===== config.mk =====
export PLATFORM = sky130hd
export DESIGN_NAME = muldiv_ctrl
export DESIGN_NICKNAME = d
export VERILOG_FILES = /design/src/rtl/muldiv_ctrl.sv
export SDC_FILE = /design/constraint.sdc
export NUM_CORES = 1
export LEC_CHECK = 0
export ABC_CLOCK_PERIOD_IN_PS = 2300
export CAP_MARGIN = 10
export CORE_AREA = 2 2 190 192
export DETAILED_ROUTE_END_ITERATION = 12
export DIE_AREA = 0 0 192 194
export HOLD_SLACK_MARGIN = 0.15
export PLACE_DENSITY = 0.7
export SLEW_MARGIN = 5
export SYNTH_ARGS = -nofsm -noshare
export SYNTH_HDL_FRONTEND = slang
export SYNTH_SLANG_ARGS = --single-unit

===== constraint.sdc =====
create_clock -name clk -period 2.3 [get_ports clk]
set_input_delay 0.23 -clock clk [delete_from_list [all_inputs] [get_ports clk]]
set_output_delay 0.23 -clock clk [all_outputs]
set_load 0.01 [all_outputs]

===== src/rtl/muldiv_ctrl.sv =====
// muldiv_ctrl: sequencing FSM between the execute issue logic and an iterative mul/div core.
// Captures one request, loads and steps the core, then holds the result until writeback takes it.
module muldiv_ctrl (
  input  logic        clk,
  input  logic        reset,
  input  logic        req_valid,
  output logic        req_ready,
  input  logic [2:0]  req_op,
  input  logic        req_word,
  input  logic [63:0] req_a,
  input  logic [63:0] req_b,
  input  logic [4:0]  req_rd,
  input  logic        flush,
  output logic        resp_valid,
  input  logic        resp_ready,
  output logic [63:0] resp_data,
  output logic [4:0]  resp_rd,
  output logic [63:0] md_A,
  output logic [63:0] md_B,
  output logic        md_sign,
  output logic        md_mul_div,
  output logic        md_width,
  output logic [6:0]  md_cnt,
  output logic        md_reseted,
  input  logic [63:0] md_out,
  input  logic [63:0] md_r,
  input  logic        md_finished
);

  typedef enum logic [1:0] {S_IDLE, S_LOAD, S_RUN, S_DONE} state_e;

  typedef enum logic [2:0] {
    OP_MUL  = 3'd0,
    OP_DIV  = 3'd1,
    OP_DIVU = 3'd2,
    OP_REM  = 3'd3,
    OP_REMU = 3'd4
  } op_e;

  localparam logic [6:0] CNT_MAX = 7'd127;

  state_e      r_state;
  state_e      w_next;
  logic [2:0]  r_op;
  logic        r_word;
  logic [63:0] r_a;
  logic [63:0] r_b;
  logic [4:0]  r_rd;
  logic [63:0] r_result;
  logic [6:0]  r_cnt;

  logic        w_accept;
  logic        w_finish;
  logic        w_count;
  logic        w_use_rem;
  logic [63:0] w_sel;
  logic [63:0] w_result;

  assign w_accept = req_valid && req_ready;
  // A flush in the finishing cycle wins, so the core result is never captured.
  assign w_finish = (r_state == S_RUN) && md_finished && !flush;
  assign w_count  = ((r_state == S_LOAD) || ((r_state == S_RUN) && !md_finished))
                    && (r_cnt != CNT_MAX);

  always_comb begin
    // NOTE: every output of this block gets a default first; a path that skips an
    // assignment would otherwise infer a latch.
    w_next     = r_state;
    req_ready  = 1'b0;
    resp_valid = 1'b0;
    md_reseted = 1'b0;
    case (r_state)
      S_IDLE: begin
        req_ready = !flush;
        if (req_valid && !flush) w_next = S_LOAD;
      end
      S_LOAD: w_next = S_RUN;
      S_RUN: begin
        md_reseted = 1'b1;
        if (md_finished) w_next = S_DONE;
      end
      S_DONE: begin
        resp_valid = 1'b1;
        if (resp_ready) w_next = S_IDLE;
      end
      default: w_next = S_IDLE;
    endcase
    if (flush) w_next = S_IDLE;
  end

  always_ff @(posedge clk) begin
    // NOTE: state registers use non-blocking assignments so every flop samples
    // pre-edge values regardless of statement order.
    if (reset) r_state <= S_IDLE;
    else       r_state <= w_next;
  end

  always_ff @(posedge clk) begin
    if (reset) begin
      r_op     <= 3'd0;
      r_word   <= 1'b0;
      r_a      <= 64'd0;
      r_b      <= 64'd0;
      r_rd     <= 5'd0;
      r_result <= 64'd0;
      r_cnt    <= 7'd0;
    end else begin
      if (w_accept) begin
        r_op   <= req_op;
        r_word <= req_word;
        r_a    <= req_a;
        r_b    <= req_b;
        r_rd   <= req_rd;
        r_cnt  <= 7'd0;
      end else if (w_count) begin
        r_cnt  <= r_cnt + 7'd1;
      end
      if (w_finish) r_result <= w_result;
    end
  end

  // Codes 5-7 fall through every decode below and therefore behave as MUL.
  assign md_mul_div = (r_op == OP_DIV) || (r_op == OP_DIVU) ||
                      (r_op == OP_REM) || (r_op == OP_REMU);
  assign md_sign    = (r_op == OP_DIV) || (r_op == OP_REM);
  assign md_width   = r_word;
  assign w_use_rem  = (r_op == OP_REM) || (r_op == OP_REMU);

  // Word operands sit in the upper half so the core's 64-bit datapath sees their sign bit.
  assign md_A = r_word ? {r_a[31:0], 32'd0} : r_a;
  assign md_B = r_word ? {r_b[31:0], 32'd0} : r_b;

  assign w_sel    = w_use_rem ? md_r : md_out;
  assign w_result = r_word ? {{32{w_sel[31]}}, w_sel[31:0]} : w_sel;

  assign md_cnt    = r_cnt;
  assign resp_data = r_result;
  assign resp_rd   = r_rd;

endmodule


Word level (Yosys, flattened, before mapping). Index checks and enable logic that the tools add are counted.

Reduce and logical (&&, ||, !) cells: 18. Mux-type cells: 11. Equality and inequality tests: 11. Add/subtract/negate cells: 1.

Operators by type and width (number): 64-bit 2-to-1 mux (4); 2-bit case mux with 4 select lines (1); 7-bit by 1-bit adder with 7-bit output, second input constant (1); 7-bit != test, second input constant (1); 3-bit by 2-bit == test with 1-bit output, second input constant (2); 1-bit logical AND (6); 1-bit logical OR (6); 2-bit 2-to-1 mux (3); 2-bit != test, second input constant (3); 2-bit == test, second input constant (2); 2-bit OR reduction (2); 3-bit by 1-bit == test with 1-bit output, second input constant (1); 3-bit == test, second input constant (1); 1-bit 2-to-1 mux (3); 3-bit AND reduction (1); 2-bit by 1-bit == test with 1-bit output, second input constant (1); 1-bit logical NOT (2); 2-bit logical NOT (1).

Logic and storage cells: 49. Register bits: 210. Output and inout bits: 210.

Longest topological paths before layout. Gate-level depths: netlist (run 1).

Word-level depth: 4. Depth in mapped cells: 8. Depth with buffers taken out: 6.

Least setup slack after synthesis (run 1). Ideal clock, no wire load.

Kind: flip-flop to output port. Start: reg r_word, in the netlist md_width. End: out md_B[58]. Buffers on the path: 3. Cell stages (with the launch flop): 5. Path slack: 0.460 ns. Data arrival time: 1.610 ns. Cells stage by stage: dfxtp_1 clkbuf_1 clkbuf_1 clkbuf_1 mux2_2.

Cells in the longest elaborated chain, start to end: 1.

RTL lines: from (decl) (line 45) `logic r_word;`; from (signal assigned) (line 110) `r_word <= req_word;`; 64-bit 2-to-1 mux (line 131) `assign md_B = r_word ? {r_b[31:0], 32'd0} : r_b;`; to (decl) (line 19) `output logic [63:0] md_B,`.

No other way between the ends.

Final worst setup path (run 1).
Start: reg r_word, in the netlist md_width. End: out md_A[43].

Cells in the longest elaborated chain, start to end: 1.

RTL lines: 64-bit 2-to-1 mux (line 130) `assign md_A = r_word ? {r_a[31:0], 32'd0} : r_a;`; to (decl) (line 18) `output logic [63:0] md_A,`.

No other way between the ends.

==> results of run 1 <==
==> metal layers <==
layer,routed length (um),global-route usage [%],vias up
li1,-,-,5189
met1,14900,22.2,5012
met2,18200,32.6,467
met3,4190,6.26,59
met4,1030,5.74,0
met5,0,0,-
==> kinds of logic after synthesis <==
group / after synthesis
xor gates and xnor gates: 3
and+or+nand+nor: 436
muxes: 98
adders and majority gates: 5
buffers and inverters: 127
AOI/OAI and AO/OA: 344
DFF: 210
==> power groups by stage <==
stage | combinational (W) | clock (W) | sequential (W)
6_report | 0.00168 | 0.00362 | 0.00385
5_1_grt | 0.00180 | 0.00389 | 0.00386
4_1_cts | 0.00168 | 0.00375 | 0.00385
3_5_place_dp | 0.00166 | 0 | 0.00393
3_3_place_gp | 0.00165 | 0 | 0.00392
2_1_floorplan | 0.000725 | 0 | 0.00390
==> registers in the layout (all words and copies together) (netlist names) <==
name and flops:
md_cnt 7, md_width 1, resp_rd 5, r_a 64
r_op 3, r_state 2, r_b 64, resp_data 64
==> layout make-up <==
class	instances	area share [%]
tap	461	3.51
clock inverter	3	0.130
sequential	210	25.7
clock buffer	38	4.35
antenna	3	0.0457
multi-input combinational	886	33.2
inverter	6	0.137
timing repair buffer	528	32.9
==> cell usage in the layout (no fill, tap or decap), types with 5 or more instances in the layout <==
master / instances
a211o_1: 32
a211oi_1: 31
a21oi_1: 142
a311oi_1: 32
buf_12: 12
buf_4: 28
clkbuf_1: 9
clkbuf_16: 26
clkdlybuf4s50_1: 408
dfxtp_1: 208
dlygate4sd2_1: 50
dlymetal6s2s_1: 21
ha_1: 5
mux2_2: 64
mux2i_1: 33
nand2_1: 279
nor2_1: 69
nor2b_1: 65
o21bai_1: 32
o221ai_1: 33
o32ai_1: 32
==> how the worst max path moves through the flow <==
stage | start | endpoint | slack [ns] | cells after the start
6_report | md_width | md_A[43] | 0.07 | 4
5_1_grt | md_width | md_A[43] | 0.0002 | 4
2_1_floorplan | md_width | md_B[58] | 0.46 | 4
4_1_cts | r_op[2] | md_mul_div | -0.04 | 3
3_3_place_gp | md_r[31] | resp_data[62] | 0.22 | 6
3_5_place_dp | md_r[31] | resp_data[62] | 0.20 | 6
==> tightest hold or removal path, delay by kind of cell <==
kind                   cells  cell delay, ns
AND/OR/NAND/NOR            1            0.05
buffers and inverters      1            0.39
AO/OA/AOI/OAI              1            0.05
==> per-stage QoR <==
step | setup slack [ns] | total power [W] | cell area [sq um]
3_3_place_gp | 0.219 | 0.00557 | 15500
5_1_grt | 0.000154 | 0.00956 | 16400
2_1_floorplan | 0.460 | 0.00462 | 10200
3_5_place_dp | 0.202 | 0.00559 | 15500
4_1_cts | -0.0435 | 0.00928 | 16300
6_report | 0.0676 | 0.00914 | 16400
==> synth_stat cells, types with 5 or more instances <==
cell | count | area [sq um]
a211oi_1 | 31 | 233
a311oi_1 | 32 | 280
mux2_2 | 64 | 721
nand2_1 | 280 | 1050
nor2b_1 | 66 | 413
a211o_1 | 32 | 280
nor2_1 | 69 | 259
o21bai_1 | 32 | 240
a21oi_1 | 142 | 711
mux2i_1 | 33 | 330
o32ai_1 | 32 | 280
clkbuf_1 | 88 | 330
o221ai_1 | 33 | 289
ha_1 | 5 | 62.6
dfxtp_1 | 210 | 4200
buf_2 | 23 | 115
==> what timing repair did <==
| action | 4_1_cts | 5_1_grt |
|---|---|---|
| setup buffers | 5 | 0 |
| cloned | 2 | 1 |
| endpoints found under the hold margin | 12 | 0 |
| setup endpoints to repair | 63 | 23 |
| hold buffers | 1 | 0 |
| gates resized for setup | 60 | 24 |
==> metrics.md, run 1 <==
| Metric | Value |
|---|---|
| Outcome | complete, no violations |
| Clock-pin slew on the worst setup and hold paths | around 0.060 ns |
| Clk pwr share | around two fifths |
| Hold Vio Cnt, Final | 0 |
| Clk_lat worst skew | about 0.52 ns |
| Worst hold start | req_word |
| Synth Area in Simple Gates | a little under a fifth |
| Synth Warn # | 0 |
| Main combinational cell family by area after synthesis | compound AO/OA/AOI/OAI gates |
| Die Height | slightly below 200 um |
| FF-to-FF End | r_state[0] |
| Slowest CP cell | clkdlybuf4s50_1 |
| Internal | 0.00683 W |
| Crit path arrival time | ~2.0 ns |
| Leakage | between 6 and 7 nW |
| Peak Freq | ~450 MHz |
| First-pass GRT wire length | about 57000 um |
| RSZ-0062 raised after global routing | false |
| Pwr/cell area | between 500 and 600 nW/um^2 |
| Drt drc | 0 |
| Startpoint Class | flip-flop |
| Register area | 4210 sq um |
| Synth unique cells | 45 |
| # rows | 69 |
| Crit-path max FO | 9 |
| Reg2reg setup slack | ~0.37 ns |
| H-tree depth | 1 |
| Post-DP HPWL | roughly 27000 um |
| Via/cell ratio | approximately 5 |
| Hold crit path type | in -> reg |
| Layout overhead on the synthesized area | 61.0% |
| Synthesized cell area | between 10000 and 15000 sq um |
| Final nets | between 1500 and 2000 |
| GRT Total Usage | a little under a fifth |
| Detail Route Antenna Nets | 0 |
| First DRT Iteration DRCs | roughly 450 |
| RD Place Congestion | between 0.8 and 0.9 |
| CTS Buf Count | 25 |
| CTS tree | built |
| Grt total ovfl | 0 |
| Mean Syn Cell Area | 8.34 sq um |
| Hold WS | 0.248 ns |
| Comb pwr share | 18.3% |
| Max-slew violation count | 0 |
| Adder-cell share of the synthesized area | less than 1% |
| Critical path class | reg -> out |
| Clk_skew | around 0.019 ns |
| Vias in the first global route | ~10000 |
| WP data required | 2.07 ns |
| Post-synthesis mux area share | between 10% and 20% |
| Register area share after synthesis | roughly 41% |
| Switching Share | between 20 and 30% |
| DRT Pass-1 Iters | 5 |
| Largest net degree at the start of global routing | about 70 |
| Root Buffer | clkbuf_16 |
| Number of I/O pins | between 400 and 500 |
| Max Cap Viol | 0 |
| PortBufs | 480 |
| EDFF count, synth | 0 |
| Ys async rst share | 0% |
| Die width | ~190 um |
| Crit. End Element | primary output |
| Maximum VDD drop | about 500 uV |
| Core area | 35200 sq um |
| CP delay by family, top | buffers and inverters |
| Initial Util | 28.9% |
| Final TNS setup | 0 ns |
| Net count after synthesis | around 1500 |
| WL final | between 30000 and 40000 um |
| Clk sinks | 210 |
| Headroom to the max-slew limit | between 60% and 70% |
| Area of the multi-input gates | around 5500 sq um |
| Least-Margin Pin Slew | about 0.53 ns |
| Final min period | around 2.2 ns |
| Switching power summed over all nets | between 0.002 and 0.0025 W |
| Synth Register Bits | between 200 and 250 |
| Crit path buf inv count | 3 |
| XOR/XNOR Fraction of Synth Area | 0.258% |
| Top_reg_cell synth | dfxtp_1 |
| Hold endpoint | md_width |
| Layout fillers | 3423 |
| Post-Syn Instances | 1223 |
| Final setup viols | 0 |
| Final Cycle Share | 97.1% |
| CP most frequent cell | buf_6 |
| Die area | between 30000 and 40000 sq um |
| Initial antenna violation count | 1 |
| Final core occ | between 40% and 50% |
| R2R cell count | 6 |
| Slowest Stage Delay on Critical Path | ~0.48 ns |
| Deepest clock path buffer count | 3 |
| Seq pwr share | a little over two fifths |
| Post-Place Cells | 2083 |
| CP cell instances | buf_6 > buf_6 > mux2_2 > clkdlybuf4s50_1 |
| Non-filler cells, final | between 2000 and 2500 |
| WHS Path Cells | 3 |
| Routed len/inst | approximately 18 um |
| Via count | 10700 |
| Post-synthesis compound-gate area fraction | a little under a quarter |
| Worst R2R Start | r_state[0] |
| Layout cell share with drive strength beyond 1 | approximately a tenth |
(Power assumes the default switching activity.)
==> run 2, diff against run 1 <==
--- a/config.mk
+++ b/config.mk
@@ -7,11 +7,12 @@
 export LEC_CHECK = 0
 export ABC_CLOCK_PERIOD_IN_PS = 2300
 export CAP_MARGIN = 10
-export CORE_AREA = 2 2 190 192
+export CORE_AREA = 5 5 182 184
 export DETAILED_ROUTE_END_ITERATION = 12
-export DIE_AREA = 0 0 192 194
+export DIE_AREA = 0 0 187 189
 export HOLD_SLACK_MARGIN = 0.15
-export PLACE_DENSITY = 0.7
+export PLACE_DENSITY = 0.76
+export RECOVER_POWER = 25
 export SLEW_MARGIN = 5
 export SYNTH_ARGS = -nofsm -noshare
 export SYNTH_HDL_FRONTEND = slang
==> run 2 against run 1 <==
Setup slack worse by 0.059 ns. Die area shrank 5.1%. Worst hold slack better by 0.0041 ns. Clock power fell by 4%. Global-route usage is 1.4 points higher. Core utilization increased by 5.0 points. Fmax shrank 2.6%. Register-to-register slack got worse by 0.19 ns.
==> metrics.md, run 2 (synthesis results as in run 1) <==
| Metric | Value |
|---|---|
| Layout cell share with drive strength beyond 1 | 8.67% (-0.78 points) |
| Crit-path max FO | 11 (+2) |
| Clk sinks | 210 (unchanged) |
| Commonest non-fill, non-tap cells in the layout | clkdlybuf4s50_1 (348), nand2_1 (279), dfxtp_1 (206), a21oi_1 (142), dlygate4sd3_1 (76) |
| Clock-pin slew on the worst setup and hold paths | 0.06 ns (about the same) |
| Slowest CP cell | clkdlybuf4s50_1 |
| Met2 usage | 35.0% (+2.4 points) |
| Final min period | 2.29 ns (+0.0590 ns) |
| Detail Route Antenna Nets | 0 (unchanged) |
| # rows | 65 (-5.8%) |
| First-pass GRT wire length | 59400 um (+4.2%) |
| Worst R2R Start | r_state[0] |
| Cell area after layout | 16100 sq um (-1.7%) |
| CTS tree | built |
| WL final | 38600 um (+0.69%) |
| CTS Buf Count | 24 (-4.0%) |
| First DRT Iteration DRCs | 557 (+24%) |
| Crit path arrival time | 2.06 ns (+0.06 ns) |
| Layout fillers | 2884 (-16%) |
| Largest net degree at the start of global routing | 107 (+55%) |
| RSZ-0062 raised after global routing | true |
| Hold Vio Cnt, Final | 0 (unchanged) |
| Die width | 187 um (-2.6%) |
| Crit. End Element | primary output |
| Switching power summed over all nets | 0.00229 W (-1.2%) |
| Deepest clock path buffer count | 3 (unchanged) |
| Headroom to the max-slew limit | 58.1% (-6.6 points) |
| H-tree depth | 1 (unchanged) |
| Outcome | complete, no violations |
| DP Area | 15400 sq um (-0.57%) |
| GRT Total Usage | 20.4% (+1.4 points) |
| Internal | 0.00670 W (-1.9%) |
| Initial antenna violation count | 3 (+2) |
| Seq pwr share | 42.8% (+0.7 points) |
| PortBufs | 480 (unchanged) |
| Final worst setup slack | 0.00855 ns (-0.0590 ns) |
| Hold crit path type | in -> reg |
| Least-Margin Pin Slew | 0.627 ns (+0.0966 ns) |
| Reg2reg setup slack | 0.18 ns (-0.19 ns) |
| Maximum VDD drop | 516 uV (+6.1%) |
| Via/cell ratio | 5.19 (+3.3%) |
| CP cell instances | buf_4 > mux2_2 > clkdlybuf4s50_1 |
| Routed len/inst | 18.7 um (+4.2%) |
| Pwr/cell area | 557 nW/um^2 (about the same) |
| Initial Util | 32.6% (+3.7 points) |
| RD Place Congestion | 0.857 (+5.0%) |
| Via count | 10700 (-0.15%) |
| WP data required | 2.07 ns (about the same) |
| Clk_skew | 0.0199 ns (+0.000872 ns) |
| Grt total ovfl | 0 (unchanged) |
| Clk pwr share | 38.9% (-0.7 points) |
| Final Cycle Share | 99.6% (+2.6 points) |
| Comb pwr share | 18.3% (about the same) |
| Drt drc | 0 (unchanged) |
| Die area | 35300 sq um (-5.1%) |
| FF-to-FF End | resp_data[2] |
| Switching Share | 25.4% (+0.14 points) |
| Startpoint Class | flip-flop |
| Hold endpoint | r_b[43] |
| Vias in the first global route | 10700 (+2.2%) |
| Number of I/O pins | 481 (unchanged) |
| Crit path buf inv count | 2 (-1) |
| Global Route met1 Usage | 23.0% (+0.81 points) |
| GR Util met3 | 7.96% (+1.7 points) |
| Leakage | 6.38 nW (about the same) |
| Die Height | 189 um (-2.6%) |
| Clk_lat worst skew | 0.52 ns (about the same) |
| Max-slew violation count | 0 (unchanged) |
| Core area | 31200 sq um (-11%) |
| Slowest Stage Delay on Critical Path | 0.52 ns (+0.04 ns) |
| Layout overhead on the synthesized area | 58.2% |
| Commonest non-fill, non-tap cell in the layout | clkdlybuf4s50_1 |
| Dpl ws | 0.139 ns (-0.0623 ns) |
| Root Buffer | clkbuf_16 |
| R2R cell count | 6 (unchanged) |
| Top Usage Layer GRT | met2 |
| Final setup viols | 0 (unchanged) |
| WHS Path Cells | 3 (unchanged) |
| CP delay by family, top | buffers and inverters |
| Post-DP HPWL | 27800 um (+4.3%) |
| Critical path class | reg -> out |
| DRT Pass-1 Iters | 5 (unchanged) |
| Max Cap Viol | 0 (unchanged) |
| Final nets | 1923 (-0.52%) |
| Peak Freq | 436 MHz (-2.6%) |
| Worst hold start | req_b[43] |
run 2: per-layer routing:
layer | part of all wire (%) | up-vias
li1 | - | 5167
met1 | 38 | 4989
met2 | 48 | 467
met3 | 10 | 86
met4 | 3.7 | 2
met5 | 0.031 | -
run 2: what timing repair did:
| action | CTS | global route |
|---|---|---|
| endpoints found under the hold margin | 9 | 0 |
| hold buffers | 1 | 0 |
| gates resized for setup | 48 | 15 |
| endpoints found under the setup margin | 57 | 36 |
| buffers inserted | 3 | 1 |
| cloned | 1 | 0 |
run 2: power groups by stage:
stage	Clock (W)	Sequential [W]	Combinational, W
2_1_floorplan	0	0.00390	0.000725
3_3_place_gp	0	0.00392	0.00164
3_5_place_dp	0	0.00393	0.00165
6_report	0.00349	0.00385	0.00164
4_1_cts	0.00361	0.00385	0.00166
5_1_grt	0.00375	0.00386	0.00176
run 2: how the worst max path moves through the flow:
| stage | start | end | slack (ns) | cells after the start |
|---|---|---|---|---|
| floorplan | md_width | md_B[58] | 0.46 | 4 |
| global placement | md_out[31] | resp_data[37] | 0.15 | 6 |
| detailed placement | md_out[31] | resp_data[41] | 0.14 | 6 |
| CTS | md_width | md_B[61] | -0.06 | 3 |
| global route | md_width | md_B[40] | -0.06 | 3 |
| finish | md_width | md_B[61] | 0.009 | 3 |
run 2: per-stage QoR:
stage | power (W) | TNS, ns | util, % | instances | hold WS (ns)
detailed placement | 0.00558 | 0 | 49.3 | 2017 | 0.446
floorplan | 0.00462 | 0 | - | 1223 | 0.309
CTS | 0.00911 | -0.745 | 51.6 | 2061 | 0.227
finish | 0.00898 | 0 | 51.6 | 2064 | 0.252
global route | 0.00938 | -0.515 | 51.6 | 2064 | 0.242
global placement | 0.00556 | 0 | 49.3 | 2017 | 0.439
run 2: cell type report:
type | instances | area (sq um) | area share (%)
tap | 402 | 503 | 3.12
clock inverter | 3 | 17.5 | 0.109
timing repair buffer | 519 | 5270 | 32.7
sequential | 210 | 4210 | 26.1
inverter | 6 | 22.5 | 0.140
clock buffer | 36 | 677 | 4.20
multi-input combinational | 886 | 5420 | 33.6
antenna | 2 | 5.00 | 0.0310
run 2: tightest hold or removal path, cell delays in order:
cell and delay [ns]:
clkdlybuf4s50_1 0.39, nand2_1 0.05, a21oi_1 0.05
==> run 3, diff against run 2 <==
--- a/config.mk
+++ b/config.mk
@@ -5,12 +5,10 @@
 export SDC_FILE = /design/constraint.sdc
 export NUM_CORES = 1
 export LEC_CHECK = 0
-export ABC_CLOCK_PERIOD_IN_PS = 2300
 export CAP_MARGIN = 10
 export CORE_AREA = 5 5 182 184
 export DETAILED_ROUTE_END_ITERATION = 12
 export DIE_AREA = 0 0 187 189
-export HOLD_SLACK_MARGIN = 0.15
 export PLACE_DENSITY = 0.76
 export RECOVER_POWER = 25
 export SLEW_MARGIN = 5
==> results of run 3 <==
Same layout as run 2: the final DEF is identical, and so are final timing and power.
